[config.mk]
export PLATFORM = sky130hd
export DESIGN_NAME = id_ex_stage_flat
export DESIGN_NICKNAME = d
export VERILOG_FILES = /design/src/rtl/core_pkg.sv /design/src/rtl/id_ex_stage_if.sv /design/src/rtl/id_ex_stage_load_use_detect.sv /design/src/rtl/id_ex_stage.sv /design/src/flat_wrapper.sv
export SDC_FILE = /design/constraint.sdc
export NUM_CORES = 1
export LEC_CHECK = 0
export ABC_AREA = 1
export CAP_MARGIN = 0
export CORE_ASPECT_RATIO = 0.75
export CORE_MARGIN = 8
export CORE_UTILIZATION = 40
export CTS_CLUSTER_DIAMETER = 100
export DETAILED_ROUTE_END_ITERATION = 16
export GPL_ROUTABILITY_DRIVEN = 1
export PLACE_DENSITY = 0.79
export REMOVE_ABC_BUFFERS = 1
export SYNTH_ARGS = -nofsm -noshare
export SYNTH_HDL_FRONTEND = slang
export SYNTH_SLANG_ARGS = --single-unit
[constraint.sdc]
create_clock -name clk -period 2 [get_ports clk]
set_clock_uncertainty 0.2 [all_clocks]
set_input_delay 0.4 -clock clk [delete_from_list [all_inputs] [get_ports clk]]
set_output_delay 0.4 -clock clk [all_outputs]
set_load 0.01 [all_outputs]
[src/rtl/core_pkg.sv]
// Shared RV32I core definitions: result-select and ALU encodings,
// and the ID/EX control bundle with its bubble constant.
package core_pkg;

   localparam int XLEN_DEFAULT = 32;

   localparam logic [1:0] RESULT_ALU  = 2'b00;
   localparam logic [1:0] RESULT_LOAD = 2'b01;
   localparam logic [1:0] RESULT_PC4  = 2'b10;

   localparam logic [2:0] ALU_ADD = 3'b000;
   localparam logic [2:0] ALU_SUB = 3'b001;
   localparam logic [2:0] ALU_AND = 3'b010;
   localparam logic [2:0] ALU_OR  = 3'b011;
   localparam logic [2:0] ALU_SLT = 3'b101;

   typedef struct packed {
      logic       reg_write;
      logic       mem_write;
      logic       alu_src;
      logic       branch;
      logic       jump;
      logic [1:0] result_src;
      logic [2:0] alu_control;
   } id_ex_ctrl_t;

   typedef struct packed {
      logic [4:0] rs1;
      logic [4:0] rs2;
      logic [4:0] rd;
   } id_ex_idx_t;

   localparam id_ex_ctrl_t CTRL_BUBBLE = id_ex_ctrl_t'('0);
   localparam id_ex_idx_t  IDX_BUBBLE  = id_ex_idx_t'('0);

endpackage

[src/rtl/id_ex_stage_if.sv]
// ID->EX bundle: decode-side fields in, E-side fields and
// front-end hazard controls out.
interface id_ex_stage_if #(
   parameter int XLEN = 32
) ();

   logic [XLEN-1:0] PCD, PCPlus4D, RD1D, RD2D, ImmExtD;
   logic [4:0]      Rs1D, Rs2D, RdD;
   logic            RegWriteD, MemWriteD, ALUSrcD;
   logic            BranchD, JumpD;
   logic [1:0]      ResultSrcD;
   logic [2:0]      ALUControlD;
   logic            PCSrcE;

   logic [XLEN-1:0] PCE, PCPlus4E, RD1E, RD2E, ImmExtE;
   logic [4:0]      Rs1E, Rs2E, RdE;
   logic            RegWriteE, MemWriteE, ALUSrcE;
   logic            BranchE, JumpE;
   logic [1:0]      ResultSrcE;
   logic [2:0]      ALUControlE;
   logic            StallF, StallD, FlushD;

   modport master (
      output PCD, PCPlus4D, RD1D, RD2D, ImmExtD,
      output Rs1D, Rs2D, RdD,
      output RegWriteD, MemWriteD, ALUSrcD,
      output BranchD, JumpD, ResultSrcD, ALUControlD,
      output PCSrcE,
      input  PCE, PCPlus4E, RD1E, RD2E, ImmExtE,
      input  Rs1E, Rs2E, RdE,
      input  RegWriteE, MemWriteE, ALUSrcE,
      input  BranchE, JumpE, ResultSrcE, ALUControlE,
      input  StallF, StallD, FlushD
   );

   modport slave (
      input  PCD, PCPlus4D, RD1D, RD2D, ImmExtD,
      input  Rs1D, Rs2D, RdD,
      input  RegWriteD, MemWriteD, ALUSrcD,
      input  BranchD, JumpD, ResultSrcD, ALUControlD,
      input  PCSrcE,
      output PCE, PCPlus4E, RD1E, RD2E, ImmExtE,
      output Rs1E, Rs2E, RdE,
      output RegWriteE, MemWriteE, ALUSrcE,
      output BranchE, JumpE, ResultSrcE, ALUControlE,
      output StallF, StallD, FlushD
   );

endinterface

[src/rtl/id_ex_stage_load_use_detect.sv]
// Load-use hazard: a load in E whose rd feeds a source of the
// instruction in D. x0 is never a real dependency.
module load_use_detect
   import core_pkg::*;
(
   input  logic [1:0] result_src_e,
   input  logic [4:0] rd_e,
   input  logic [4:0] rs1_d,
   input  logic [4:0] rs2_d,
   output logic       lwstall
);

   logic is_load;
   logic rd_live;
   logic src_hit;

   always_comb begin
      is_load = (result_src_e == RESULT_LOAD);
      rd_live = (rd_e != 5'd0);
      src_hit = (rs1_d == rd_e) || (rs2_d == rd_e);
      lwstall = is_load && rd_live && src_hit;
   end

endmodule

[src/rtl/id_ex_stage.sv]
// ID/EX pipeline register with load-use stall, branch flush and
// saturating debug counters for both events.
module id_ex_stage
   import core_pkg::*;
#(
   parameter int XLEN  = XLEN_DEFAULT,
   parameter int CNT_W = 16
) (
   input  logic             clk,
   input  logic             rst_n,
   id_ex_stage_if.slave     bus,
   output logic [CNT_W-1:0] stall_cnt,
   output logic [CNT_W-1:0] flush_cnt
);

   id_ex_ctrl_t     ctrl_in, ctrl_d, ctrl_q;
   id_ex_idx_t      idx_in, idx_d, idx_q;
   logic [XLEN-1:0] pc_d, pc_q, pc4_d, pc4_q;
   logic [XLEN-1:0] rd1_d, rd1_q, rd2_d, rd2_q;
   logic [XLEN-1:0] imm_d, imm_q;
   logic [CNT_W-1:0] stall_cnt_d, stall_cnt_q;
   logic [CNT_W-1:0] flush_cnt_d, flush_cnt_q;
   logic            lwstall;
   logic            flush_e;

   function automatic logic [CNT_W-1:0] sat_inc(
      input logic [CNT_W-1:0] v,
      input logic             en
   );
      if (en && (v != {CNT_W{1'b1}}))
         return v + 1'b1;
      return v;
   endfunction

   assign ctrl_in = '{
      reg_write:   bus.RegWriteD,
      mem_write:   bus.MemWriteD,
      alu_src:     bus.ALUSrcD,
      branch:      bus.BranchD,
      jump:        bus.JumpD,
      result_src:  bus.ResultSrcD,
      alu_control: bus.ALUControlD
   };

   assign idx_in = '{
      rs1: bus.Rs1D,
      rs2: bus.Rs2D,
      rd:  bus.RdD
   };

   load_use_detect u_lud (
      .result_src_e (ctrl_q.result_src),
      .rd_e         (idx_q.rd),
      .rs1_d        (bus.Rs1D),
      .rs2_d        (bus.Rs2D),
      .lwstall      (lwstall)
   );

   // Either hazard turns the E slot into a bubble this edge
   assign flush_e = lwstall | bus.PCSrcE;

   always_comb begin
      ctrl_d = CTRL_BUBBLE;
      idx_d  = IDX_BUBBLE;
      pc_d   = '0;
      pc4_d  = '0;
      rd1_d  = '0;
      rd2_d  = '0;
      imm_d  = '0;
      if (!flush_e) begin
         ctrl_d = ctrl_in;
         idx_d  = idx_in;
         pc_d   = bus.PCD;
         pc4_d  = bus.PCPlus4D;
         rd1_d  = bus.RD1D;
         rd2_d  = bus.RD2D;
         imm_d  = bus.ImmExtD;
      end
      stall_cnt_d = sat_inc(stall_cnt_q, lwstall);
      flush_cnt_d = sat_inc(flush_cnt_q, bus.PCSrcE);
   end

   always_ff @(posedge clk or negedge rst_n) begin
      if (!rst_n) begin
         ctrl_q      <= CTRL_BUBBLE;
         idx_q       <= IDX_BUBBLE;
         pc_q        <= '0;
         pc4_q       <= '0;
         rd1_q       <= '0;
         rd2_q       <= '0;
         imm_q       <= '0;
         stall_cnt_q <= '0;
         flush_cnt_q <= '0;
      end else begin
         ctrl_q      <= ctrl_d;
         idx_q       <= idx_d;
         pc_q        <= pc_d;
         pc4_q       <= pc4_d;
         rd1_q       <= rd1_d;
         rd2_q       <= rd2_d;
         imm_q       <= imm_d;
         stall_cnt_q <= stall_cnt_d;
         flush_cnt_q <= flush_cnt_d;
      end
   end

   assign bus.PCE         = pc_q;
   assign bus.PCPlus4E    = pc4_q;
   assign bus.RD1E        = rd1_q;
   assign bus.RD2E        = rd2_q;
   assign bus.ImmExtE     = imm_q;
   assign bus.Rs1E        = idx_q.rs1;
   assign bus.Rs2E        = idx_q.rs2;
   assign bus.RdE         = idx_q.rd;
   assign bus.RegWriteE   = ctrl_q.reg_write;
   assign bus.MemWriteE   = ctrl_q.mem_write;
   assign bus.ALUSrcE     = ctrl_q.alu_src;
   assign bus.BranchE     = ctrl_q.branch;
   assign bus.JumpE       = ctrl_q.jump;
   assign bus.ResultSrcE  = ctrl_q.result_src;
   assign bus.ALUControlE = ctrl_q.alu_control;

   assign bus.StallF = lwstall;
   assign bus.StallD = lwstall;
   assign bus.FlushD = bus.PCSrcE;

   assign stall_cnt = stall_cnt_q;
   assign flush_cnt = flush_cnt_q;

endmodule
[src/flat_wrapper.sv]
// flat-port wrapper written by rule: the top's interface ports become plain ports
module id_ex_stage_flat import core_pkg::*;
#(
   parameter int XLEN  = XLEN_DEFAULT,
   parameter int CNT_W = 16
)
  (clk, rst_n, stall_cnt, flush_cnt, bus_PCD, bus_PCPlus4D, bus_RD1D, bus_RD2D, bus_ImmExtD, bus_Rs1D, bus_Rs2D, bus_RdD, bus_RegWriteD, bus_MemWriteD, bus_ALUSrcD, bus_BranchD, bus_JumpD, bus_ResultSrcD, bus_ALUControlD, bus_PCSrcE, bus_PCE, bus_PCPlus4E, bus_RD1E, bus_RD2E, bus_ImmExtE, bus_Rs1E, bus_Rs2E, bus_RdE, bus_RegWriteE, bus_MemWriteE, bus_ALUSrcE, bus_BranchE, bus_JumpE, bus_ResultSrcE, bus_ALUControlE, bus_StallF, bus_StallD, bus_FlushD);
  id_ex_stage_if #(.XLEN(XLEN)) bus_i ();
  input  logic clk;
  input  logic rst_n;
  output logic [CNT_W-1:0] stall_cnt;
  output logic [CNT_W-1:0] flush_cnt;
  input wire logic [$bits(bus_i.PCD)-1:0] bus_PCD;
  input wire logic [$bits(bus_i.PCPlus4D)-1:0] bus_PCPlus4D;
  input wire logic [$bits(bus_i.RD1D)-1:0] bus_RD1D;
  input wire logic [$bits(bus_i.RD2D)-1:0] bus_RD2D;
  input wire logic [$bits(bus_i.ImmExtD)-1:0] bus_ImmExtD;
  input wire logic [$bits(bus_i.Rs1D)-1:0] bus_Rs1D;
  input wire logic [$bits(bus_i.Rs2D)-1:0] bus_Rs2D;
  input wire logic [$bits(bus_i.RdD)-1:0] bus_RdD;
  input wire logic [$bits(bus_i.RegWriteD)-1:0] bus_RegWriteD;
  input wire logic [$bits(bus_i.MemWriteD)-1:0] bus_MemWriteD;
  input wire logic [$bits(bus_i.ALUSrcD)-1:0] bus_ALUSrcD;
  input wire logic [$bits(bus_i.BranchD)-1:0] bus_BranchD;
  input wire logic [$bits(bus_i.JumpD)-1:0] bus_JumpD;
  input wire logic [$bits(bus_i.ResultSrcD)-1:0] bus_ResultSrcD;
  input wire logic [$bits(bus_i.ALUControlD)-1:0] bus_ALUControlD;
  input wire logic [$bits(bus_i.PCSrcE)-1:0] bus_PCSrcE;
  output wire logic [$bits(bus_i.PCE)-1:0] bus_PCE;
  output wire logic [$bits(bus_i.PCPlus4E)-1:0] bus_PCPlus4E;
  output wire logic [$bits(bus_i.RD1E)-1:0] bus_RD1E;
  output wire logic [$bits(bus_i.RD2E)-1:0] bus_RD2E;
  output wire logic [$bits(bus_i.ImmExtE)-1:0] bus_ImmExtE;
  output wire logic [$bits(bus_i.Rs1E)-1:0] bus_Rs1E;
  output wire logic [$bits(bus_i.Rs2E)-1:0] bus_Rs2E;
  output wire logic [$bits(bus_i.RdE)-1:0] bus_RdE;
  output wire logic [$bits(bus_i.RegWriteE)-1:0] bus_RegWriteE;
  output wire logic [$bits(bus_i.MemWriteE)-1:0] bus_MemWriteE;
  output wire logic [$bits(bus_i.ALUSrcE)-1:0] bus_ALUSrcE;
  output wire logic [$bits(bus_i.BranchE)-1:0] bus_BranchE;
  output wire logic [$bits(bus_i.JumpE)-1:0] bus_JumpE;
  output wire logic [$bits(bus_i.ResultSrcE)-1:0] bus_ResultSrcE;
  output wire logic [$bits(bus_i.ALUControlE)-1:0] bus_ALUControlE;
  output wire logic [$bits(bus_i.StallF)-1:0] bus_StallF;
  output wire logic [$bits(bus_i.StallD)-1:0] bus_StallD;
  output wire logic [$bits(bus_i.FlushD)-1:0] bus_FlushD;
  assign bus_i.PCD = bus_PCD;
  assign bus_i.PCPlus4D = bus_PCPlus4D;
  assign bus_i.RD1D = bus_RD1D;
  assign bus_i.RD2D = bus_RD2D;
  assign bus_i.ImmExtD = bus_ImmExtD;
  assign bus_i.Rs1D = bus_Rs1D;
  assign bus_i.Rs2D = bus_Rs2D;
  assign bus_i.RdD = bus_RdD;
  assign bus_i.RegWriteD = bus_RegWriteD;
  assign bus_i.MemWriteD = bus_MemWriteD;
  assign bus_i.ALUSrcD = bus_ALUSrcD;
  assign bus_i.BranchD = bus_BranchD;
  assign bus_i.JumpD = bus_JumpD;
  assign bus_i.ResultSrcD = bus_ResultSrcD;
  assign bus_i.ALUControlD = bus_ALUControlD;
  assign bus_i.PCSrcE = bus_PCSrcE;
  assign bus_PCE = bus_i.PCE;
  assign bus_PCPlus4E = bus_i.PCPlus4E;
  assign bus_RD1E = bus_i.RD1E;
  assign bus_RD2E = bus_i.RD2E;
  assign bus_ImmExtE = bus_i.ImmExtE;
  assign bus_Rs1E = bus_i.Rs1E;
  assign bus_Rs2E = bus_i.Rs2E;
  assign bus_RdE = bus_i.RdE;
  assign bus_RegWriteE = bus_i.RegWriteE;
  assign bus_MemWriteE = bus_i.MemWriteE;
  assign bus_ALUSrcE = bus_i.ALUSrcE;
  assign bus_BranchE = bus_i.BranchE;
  assign bus_JumpE = bus_i.JumpE;
  assign bus_ResultSrcE = bus_i.ResultSrcE;
  assign bus_ALUControlE = bus_i.ALUControlE;
  assign bus_StallF = bus_i.StallF;
  assign bus_StallD = bus_i.StallD;
  assign bus_FlushD = bus_i.FlushD;
  id_ex_stage #(.XLEN(XLEN), .CNT_W(CNT_W)) u_core (.clk(clk), .rst_n(rst_n), .bus(bus_i), .stall_cnt(stall_cnt), .flush_cnt(flush_cnt));
endmodule
==> run metrics, run 1 <==
largest net degree at the start of global routing=between 50 and 60; Port Buffer Count=slightly above 400; detailed-routed wire length on met2=roughly 15000 um; maximum clock rate=441 MHz; endpoints failing hold=0; power share of the sequential group=a little under half; Die Area=0.0258 mm^2; yosys synthesis warning count=0; Antenna Nets Post-Route=0; sequential-to-total area share from yosys stat=65.2%; number of buffers created by CTS=23; Yosys cell types=25; Sw Ratio=25.6%; Clk Latency, worst-skew pair=0.50 ns; net count reported at finish=1543; clock tree from TritonCTS=done; cell taking the most area after synthesis=sky130_fd_sc_hd__dfrtp_1; I/O pins=408; die outline height=141 um; nature of the critical path startpoint=flop; most common flop cell mapped by yosys=sky130_fd_sc_hd__dfrtp_1; Worst Hold Margin=~0.2 ns; met1 wire length=about 11000 um; global-route congestion overflow total=0; overall die width=183 um; overall power consumption=10.7 mW; # placed instances=~1600; clock-pin slew on the worst setup and hold paths=roughly 0.060 ns; Net Switching=~2.7 mW; Tightest Pin Transition=0.501 ns; synthesized instance count=just under 900; number of enable-type register cells in the synthesized netlist=0; share of total power in the clock network=between 30% and 40%; total global-route track usage=a little over a fifth; flip-flop and latch count after synthesis=approximately 220; cell area after synthesis=0.00833 mm^2; vias in the first global route=approximately 7800; pwr/cell area=774 mW/mm^2; type of the worst setup path=reg -> out; H-tree depth=1; via count=7284; share of total power in combinational logic=16.9%; first-pass detailed-route iteration total=7; total of endpoints with negative setup slack in the final report=2; count of clock tree sinks=approximately 220; share of post-route cells with drive strength above 1=about 8.7%; most used standard cell by instance count after synthesis=sky130_fd_sc_hd__dfrtp_1; detailed-route vias per instance=4.41; setup slack of the critical path after layout=-0.266 ns; largest fanout on the critical path=5; wire length on met3=2930 um; critical path required time=1.40 ns; Final HPWL DP=22300 um; per-instance average area after synthesis=9.32 um^2; area growth from synthesis to layout=65.9%; library cell used as clock root buffer=sky130_fd_sc_hd__clkbuf_16; Routed Wire Length=29600 um; initial drt markers=426; antenna violations before repair=3; highest routed metal layer=met5; routed wirelength normalized by instance count=about 18 um; ys async rst share=100%; # rows=45; most instantiated cells after synthesis=sky130_fd_sc_hd__dfrtp_1 (217), sky130_fd_sc_hd__nor2_1 (216), sky130_fd_sc_hd__inv_1 (210); Max Transition Viols Final=0; minimum clock period=around 2.3 ns; starting density of the core=41.0%; class of the worst hold path=in -> reg; Rel. slew slack=66.6%; share of the synthesized area in the top cell type=65.2%; Final period util=113%; unrepaired setup endpoints after global routing=true; maximum VDD drop=0.000828 V; Longest Clk Path Bufs=3; violated checks=negative setup slack; global-route wire length before repair=43800 um; max-cap violation count=0; outcome=complete, but fails checks; Cell Count, Final, Fillers Out=1652; leakage power=8.16 nW; arrival time reported for the critical path endpoint=~1.7 ns; type of element capturing the critical path=output port; leading cell types by total area after synthesis=sky130_fd_sc_hd__dfrtp_1 (65%), sky130_fd_sc_hd__nor2_1 (9.7%), sky130_fd_sc_hd__inv_1 (9.5%), sky130_fd_sc_hd__nand2_1 (5.5%), sky130_fd_sc_hd__nand4_1 (1.7%); Placer Congestion=0.879; residual DRC count=0; placeable core region=0.0203 mm^2; Int Pwr=7.96 mW
[layer usage]
layer  vias up  GRT usage, %
met4         4          7.45
met3        71          8.99
met5         -             0
met2       305          38.3
li1       3503             -
met1      3401          23.8
[cells in the final DEF, fill, tap and decap left out, types with 3 or more instances in the layout]
master and n:
sky130_fd_sc_hd__nor2_1 215, sky130_fd_sc_hd__inv_1 209, sky130_fd_sc_hd__clkdlybuf4s50_1 204, sky130_fd_sc_hd__dfrtp_1 203
sky130_fd_sc_hd__dlygate4sd2_1 148, sky130_fd_sc_hd__nand2_1 122, sky130_fd_sc_hd__dlymetal6s2s_1 50, sky130_fd_sc_hd__buf_4 40
sky130_fd_sc_hd__clkbuf_16 24, sky130_fd_sc_hd__nand4_1 23, sky130_fd_sc_hd__nand3_1 17, sky130_fd_sc_hd__dfrtp_2 14
sky130_fd_sc_hd__clkbuf_1 11, sky130_fd_sc_hd__xor2_1 10, sky130_fd_sc_hd__buf_12 10, sky130_fd_sc_hd__xnor2_1 8
sky130_fd_sc_hd__o21ai_1 8, sky130_fd_sc_hd__o21ai_0 8, sky130_fd_sc_hd__inv_2 7, sky130_fd_sc_hd__nor3_1 6
sky130_fd_sc_hd__nand2_2 3, sky130_fd_sc_hd__nor2_2 3, sky130_fd_sc_hd__nand3b_1 3, sky130_fd_sc_hd__clkbuf_8 3
sky130_fd_sc_hd__buf_6 3
[critical path: stages, from the launching register on]
cell and delay, ns:
sky130_fd_sc_hd__dfrtp_2 0.44, sky130_fd_sc_hd__nor2_1 0.11, sky130_fd_sc_hd__nor2_1 0.05, sky130_fd_sc_hd__nor2_1 0.11, sky130_fd_sc_hd__nand3_1 0.10, sky130_fd_sc_hd__nand2_2 0.10, sky130_fd_sc_hd__nand2_2 0.07, sky130_fd_sc_hd__inv_2 0.08
sky130_fd_sc_hd__buf_6 0.10
[sequential cells by signal (all words and copies together), names as in the netlist, 5 cells and up]
signal / flops
u_core.bus.PCE: 32
u_core.bus.Rs2E: 5
u_core.bus.Rs1E: 5
u_core.bus.PCPlus4E: 32
u_core.stall_cnt: 16
u_core.bus.RD2E: 32
u_core.bus.RdE: 5
u_core.flush_cnt: 16
u_core.bus.RD1E: 32
u_core.bus.ImmExtE: 32
[power by group through the flow]
stage	Clock, mW	Combinational (mW)	Sequential [mW]
after global routing	4.31	1.98	4.89
after CTS	4.14	1.82	4.86
after floorplan	0	0.449	5.07
final	4.03	1.81	4.86
after global placement	0	1.92	4.93
after detailed placement	0	1.96	4.94
[metrics by stage]
step	setup WS, ns	util [%]	cell area (um^2)	TNS (ns)
2_1_floorplan	-1.13	-	8130	-209.63
3_3_place_gp	-0.656	64.2	13000	-69.45
3_5_place_dp	-0.654	64.2	13000	-70.10
4_1_cts	-0.281	67.0	13600	-0.560
5_1_grt	-0.380	68.0	13800	-3.89
6_report	-0.266	68.0	13800	-0.532
[worst paths after layout]
kind	from	endpoint	slack (ns)	cells after the start
max reg2reg	u_core.bus.RdE[0]	u_core.bus.ResultSrcE[1]	0.06	11
min	bus_ImmExtD[9]	u_core.bus.ImmExtE[9]	0.20	3
min reg2reg	u_core.stall_cnt[1]	u_core.stall_cnt[1]	0.33	2
min in group asynchronous	rst_n	u_core.stall_cnt[9]	0.22	2
max in group asynchronous	rst_n	u_core.bus.ImmExtE[2]	0.72	3
max	u_core.bus.RdE[0]	bus_StallD	-0.27	8
[area by class of cell]
| type | instances | area (um^2) |
|---|---|---|
| tap | 282 | 353 |
| sequential | 217 | 5450 |
| multi-input combinational | 434 | 1940 |
| fill | 1569 | 6500 |
| antenna | 1 | 2.50 |
| timing repair buffer | 460 | 4570 |
| clock inverter | 5 | 60.1 |
| inverter | 217 | 815 |
| clock buffer | 36 | 644 |
[logic make-up (layout without fill, tap and decap cells)]
family / after synthesis / count (layout) / synth area share [%]
and+or+nand+nor: 396 / 398 / 19.4
adders and majority gates: 2 / 2 / 0.300
buffers and inverters: 245 / 718 / 12.3
AOI/OAI and AO/OA: 16 / 16 / 0.961
other: 0 / 1 / 0
DFF: 217 / 217 / 65.2
xor gates and xnor gates: 18 / 18 / 1.89
[timing repair]
item | CTS | global route
pin swaps | 4 | 5
setup endpoints to repair | 153 | 254
hold endpoints to repair | 44 | 0
hold buffers | 1 | 0
cloned | 0 | 3
setup buffers | 5 | 0
gates resized for setup | 173 | 59
Power figures use the tool's default switching activity.
==> run 2: changes to the inputs <==
--- a/config.mk
+++ b/config.mk
@@ -5,15 +5,13 @@
 export SDC_FILE = /design/constraint.sdc
 export NUM_CORES = 1
 export LEC_CHECK = 0
-export ABC_AREA = 1
 export CAP_MARGIN = 0
 export CORE_ASPECT_RATIO = 0.75
 export CORE_MARGIN = 8
-export CORE_UTILIZATION = 40
+export CORE_UTILIZATION = 30
 export CTS_CLUSTER_DIAMETER = 100
 export DETAILED_ROUTE_END_ITERATION = 16
 export GPL_ROUTABILITY_DRIVEN = 1
-export PLACE_DENSITY = 0.79
 export REMOVE_ABC_BUFFERS = 1
 export SYNTH_ARGS = -nofsm -noshare
 export SYNTH_HDL_FRONTEND = slang
==> constraint.sdc (replaced) <==
create_clock -name clk -period 2 [get_ports clk]
set_clock_uncertainty 0.2 [all_clocks]
set_input_delay 0.6 -clock clk [delete_from_list [all_inputs] [get_ports clk]]
set_output_delay 0.6 -clock clk [all_outputs]
set_load 0.01 [all_outputs]
==> run 2 against run 1 <==
  * First-iteration DRC count is 56% lower
  * Synthesized cell count is 38% lower
  * Non-clock buffer count is 71 higher
  * Maximum frequency is 17% lower
  * The run still ends with negative setup slack left
  * Sequential cell count stayed put
  * Largest cell class is now buffers
  * Area after synthesis is 8.5% lower
  * Routed wire length is 8.2% higher
  * Global-route usage is 1.9 points lower
==> run metrics, run 2 <==
type of element capturing the critical path=output port; global-route wire length before repair=46700 um (+6.6%); Final HPWL DP=21000 um (-5.6%); Longest Clk Path Bufs=3 (unchanged); Worst Hold Margin=0.218 ns (+0.0203 ns); Clk Latency, worst-skew pair=0.50 ns (about the same); worst setup path endpoint=bus_StallF; total of endpoints with negative setup slack in the final report=202 (+200); die outline height=154 um (+9.3%); routed wirelength normalized by instance count=22.2 um (+24%); cell area after synthesis=0.00763 mm^2 (-8.5%); first-pass detailed-route iteration total=4 (-3); initial drt markers=188 (-56%); maximum VDD drop=0.000509 V (-39%); detailed-route vias per instance=4.27 (-3.2%); vias in the first global route=6863 (-12%); total negative slack for setup checks=-89.80 ns (-89.26 ns); global-route congestion overflow total=0 (unchanged); overall die width=200 um (+9.6%); Placer Congestion=0.840 (-4.4%); clock tree from TritonCTS=done; H-tree depth=1 (unchanged); Routed Wire Length=32000 um (+8.2%); multiplexer fraction of the synthesized cell area=0.738% (+0.74 points); CP Depth=4 (-4); most instantiated cells after synthesis=sky130_fd_sc_hd__dfrtp_1 (217), sky130_fd_sc_hd__and2_1 (167), sky130_fd_sc_hd__xnor2_1 (30); sequential-to-total area share from yosys stat=71.2% (+6.0 points); net count reported at finish=1275 (-17%); arrival time reported for the critical path endpoint=1.92 ns (+0.25 ns); Yosys cell types=32 (+28%); total global-route track usage=20.0% (-1.9 points); overall power consumption=11.6 mW (+8.6%); library cell used as clock root buffer=sky130_fd_sc_hd__clkbuf_16; placed standard-cell area=0.0124 mm^2 (-4.8%); setup slack of the critical path after layout=-0.716 ns (-0.450 ns); Port Buffer Count=407 (unchanged); largest stage delay on the critical path=0.55 ns (+0.11 ns); worst setup timing slack at the placement stage=-1.08 ns (-0.423 ns); post-synthesis share of cell area spent on full adders, half adders and majority gates=0.328% (+0.028 points); Top Family by Delay on Critical Path=simple AND/OR/NAND/NOR gates; maximum clock rate=368 MHz (-17%); outcome=complete, but fails checks; antenna violations before repair=6 (+3); per-instance average area after synthesis=13.8 um^2 (+48%); parity-gate share of the synthesized area counting xor and xnor cells=4.02% (+2.1 points); most used cells in the layout excluding fill and tap cells=sky130_fd_sc_hd__dfrtp_1 (214), sky130_fd_sc_hd__clkdlybuf4s50_1 (180), sky130_fd_sc_hd__and2_4 (137); largest net degree at the start of global routing=57 (+9.6%); minimum clock period=2.72 ns (+0.450 ns); synthesized-area fraction occupied by and/or/nand/nor cells=20.7% (+1.3 points); violated checks=negative setup slack; worst reg2reg path startpoint=u_core.bus.RdE[1]; Final Instance Area=0.0147 mm^2 (+6.6%); Worst R2R End=u_core.bus.PCE[1]; starting density of the core=30.6% (-10 points); Worst Setup SP=u_core.bus.RdE[1]; endpoints failing hold=0 (unchanged); Worst Hold Launch=bus_Rs1D[3]; Antenna Nets Post-Route=0 (unchanged); hold-critical path depth=2 (-1); pwr/cell area=789 mW/mm^2 (+1.9%); flip-flop and latch count after synthesis=217 (unchanged); synthesized instance count=553 (-38%); leading cell types by total area after synthesis=sky130_fd_sc_hd__dfrtp_1 (71%), sky130_fd_sc_hd__and2_1 (14%), sky130_fd_sc_hd__xnor2_1 (3.4%), sky130_fd_sc_hd__and2_2 (2.0%), sky130_fd_sc_hd__and3_1 (1.1%); share of post-route cells with drive strength above 1=33.3% (+25 points); Die Area=0.0308 mm^2 (+20%); type of the worst setup path=reg -> out; placeable core region=0.0250 mm^2 (+23%); yosys synthesis warning count=0 (unchanged); dominant combinational cell family by area after synthesis=simple AND/OR/NAND/NOR gates; commonest non-fill, non-tap cell in the layout=sky130_fd_sc_hd__dfrtp_1; combined buffer and inverter count along the critical path=1 (-1); most common flop cell mapped by yosys=sky130_fd_sc_hd__dfrtp_1; leakage power=7.20 nW (-12%); via count=6160 (-15%); depth of the worst register-to-register path=11 (unchanged); class of the worst hold path=in -> reg; most used standard cell by instance count after synthesis=sky130_fd_sc_hd__dfrtp_1; max-cap violation count=0 (unchanged); I/O pins=408 (unchanged); area growth from synthesis to layout=93.1%; Max stage delay cell, worst path=sky130_fd_sc_hd__or4_4; register-to-register path setup slack=-0.57 ns (-0.63 ns); nature of the critical path startpoint=flop; Rel. slew slack=66.3% (-0.25 points); largest fanout on the critical path=2 (-3); count of clock tree sinks=217 (unchanged); ys async rst share=100% (unchanged); # rows=50 (+11%); number of enable-type register cells in the synthesized netlist=0 (unchanged); residual DRC count=0 (unchanged); Compound-Gate Fraction of Synth Area=1.16% (+0.20 points); Max Transition Viols Final=0 (unchanged); share of the synthesized area in the top cell type=71.2% (+6.0 points); clock-pin slew on the worst setup and hold paths=0.06 ns (about the same); critical path required time=1.20 ns (-0.20 ns); ordered list of cells on the worst path=or4_4 -> o21a_4 -> and2_4 -> buf_6; number of buffers created by CTS=23 (unchanged); cell taking the most area after synthesis=sky130_fd_sc_hd__dfrtp_1; Tightest Pin Transition=0.505 ns (+0.00369 ns); unrepaired setup endpoints after global routing=true; Final period util=136% (+22 points)
## run 2: changes by cell type in the layout (fill, tap and decap cells not counted), sizes merged, moves of 65 or more
cell / change
nor2: -212
dlygate4sd2: -65
nand2: -114
inv: -214
and2: +187
clkdlybuf4s15: +106
buf: +82
## run 2: worst min path at each step
stage | end | slack (ns)
5_1_grt | u_core.bus.Rs1E[3] | 0.21
4_1_cts | u_core.flush_cnt[8] | 0.29
2_1_floorplan | u_core.bus.ALUControlE[0] | 0.10
3_3_place_gp | u_core.flush_cnt[8] | 0.28
3_5_place_dp | u_core.flush_cnt[8] | 0.28
6_report | u_core.bus.Rs1E[3] | 0.22
## run 2: through the flow
step,utilization [%],cells
after floorplan,-,529
after global placement,49.7,1318
after global routing,59.0,1443
after CTS,58.8,1441
final,59.0,1444
after detailed placement,49.7,1318
## run 2: cells by family (layout without fill, tap and decap cells)
group	count (synthesis)	after routing
simple gates	257	257
compound gates	10	10
mux	5	5
flops	217	217
buf+inv	27	576
fa+ha+maj	2	2
xor+xnor	35	35
other cells	0	4
## run 2: routing by layer
layer / wire, um / part of all wire [%] / GRT usage (%) / vias up
met5: 41 / 0.13 / 0 / -
met4: 867 / 2.7 / 5.85 / 6
met3: 3260 / 10 / 9.01 / 52
met2: 15700 / 49 / 33.4 / 257
met1: 12200 / 38 / 23.0 / 3013
li1: - / - / - / 2832
## run 2: what timing repair did
action | in CTS | in global routing
setup buffers | 52 | 19
setup endpoints to repair | 411 | 306
pin swaps | 36 | 109
resized for setup | 442 | 221
hold endpoints to repair | 43 | 0
hold buffers | 1 | 0
cloned | 29 | 1
## run 2: power by group
part	switching (mW)	total, mW	internal (mW)
Sequential	0.132	4.80	4.67
Clock	1.78	4.67	2.88
Combinational	0.853	2.15	1.30
## run 2: area by class of cell
cell class | count | area (um^2)
tap | 338 | 423
clock buffer | 30 | 632
fill | 2014 | 10200
timing repair buffer | 531 | 5560
clock inverter | 12 | 196
inverter | 3 | 11.3
sequential | 217 | 5430
multi-input combinational | 309 | 2470
antenna | 4 | 10.0
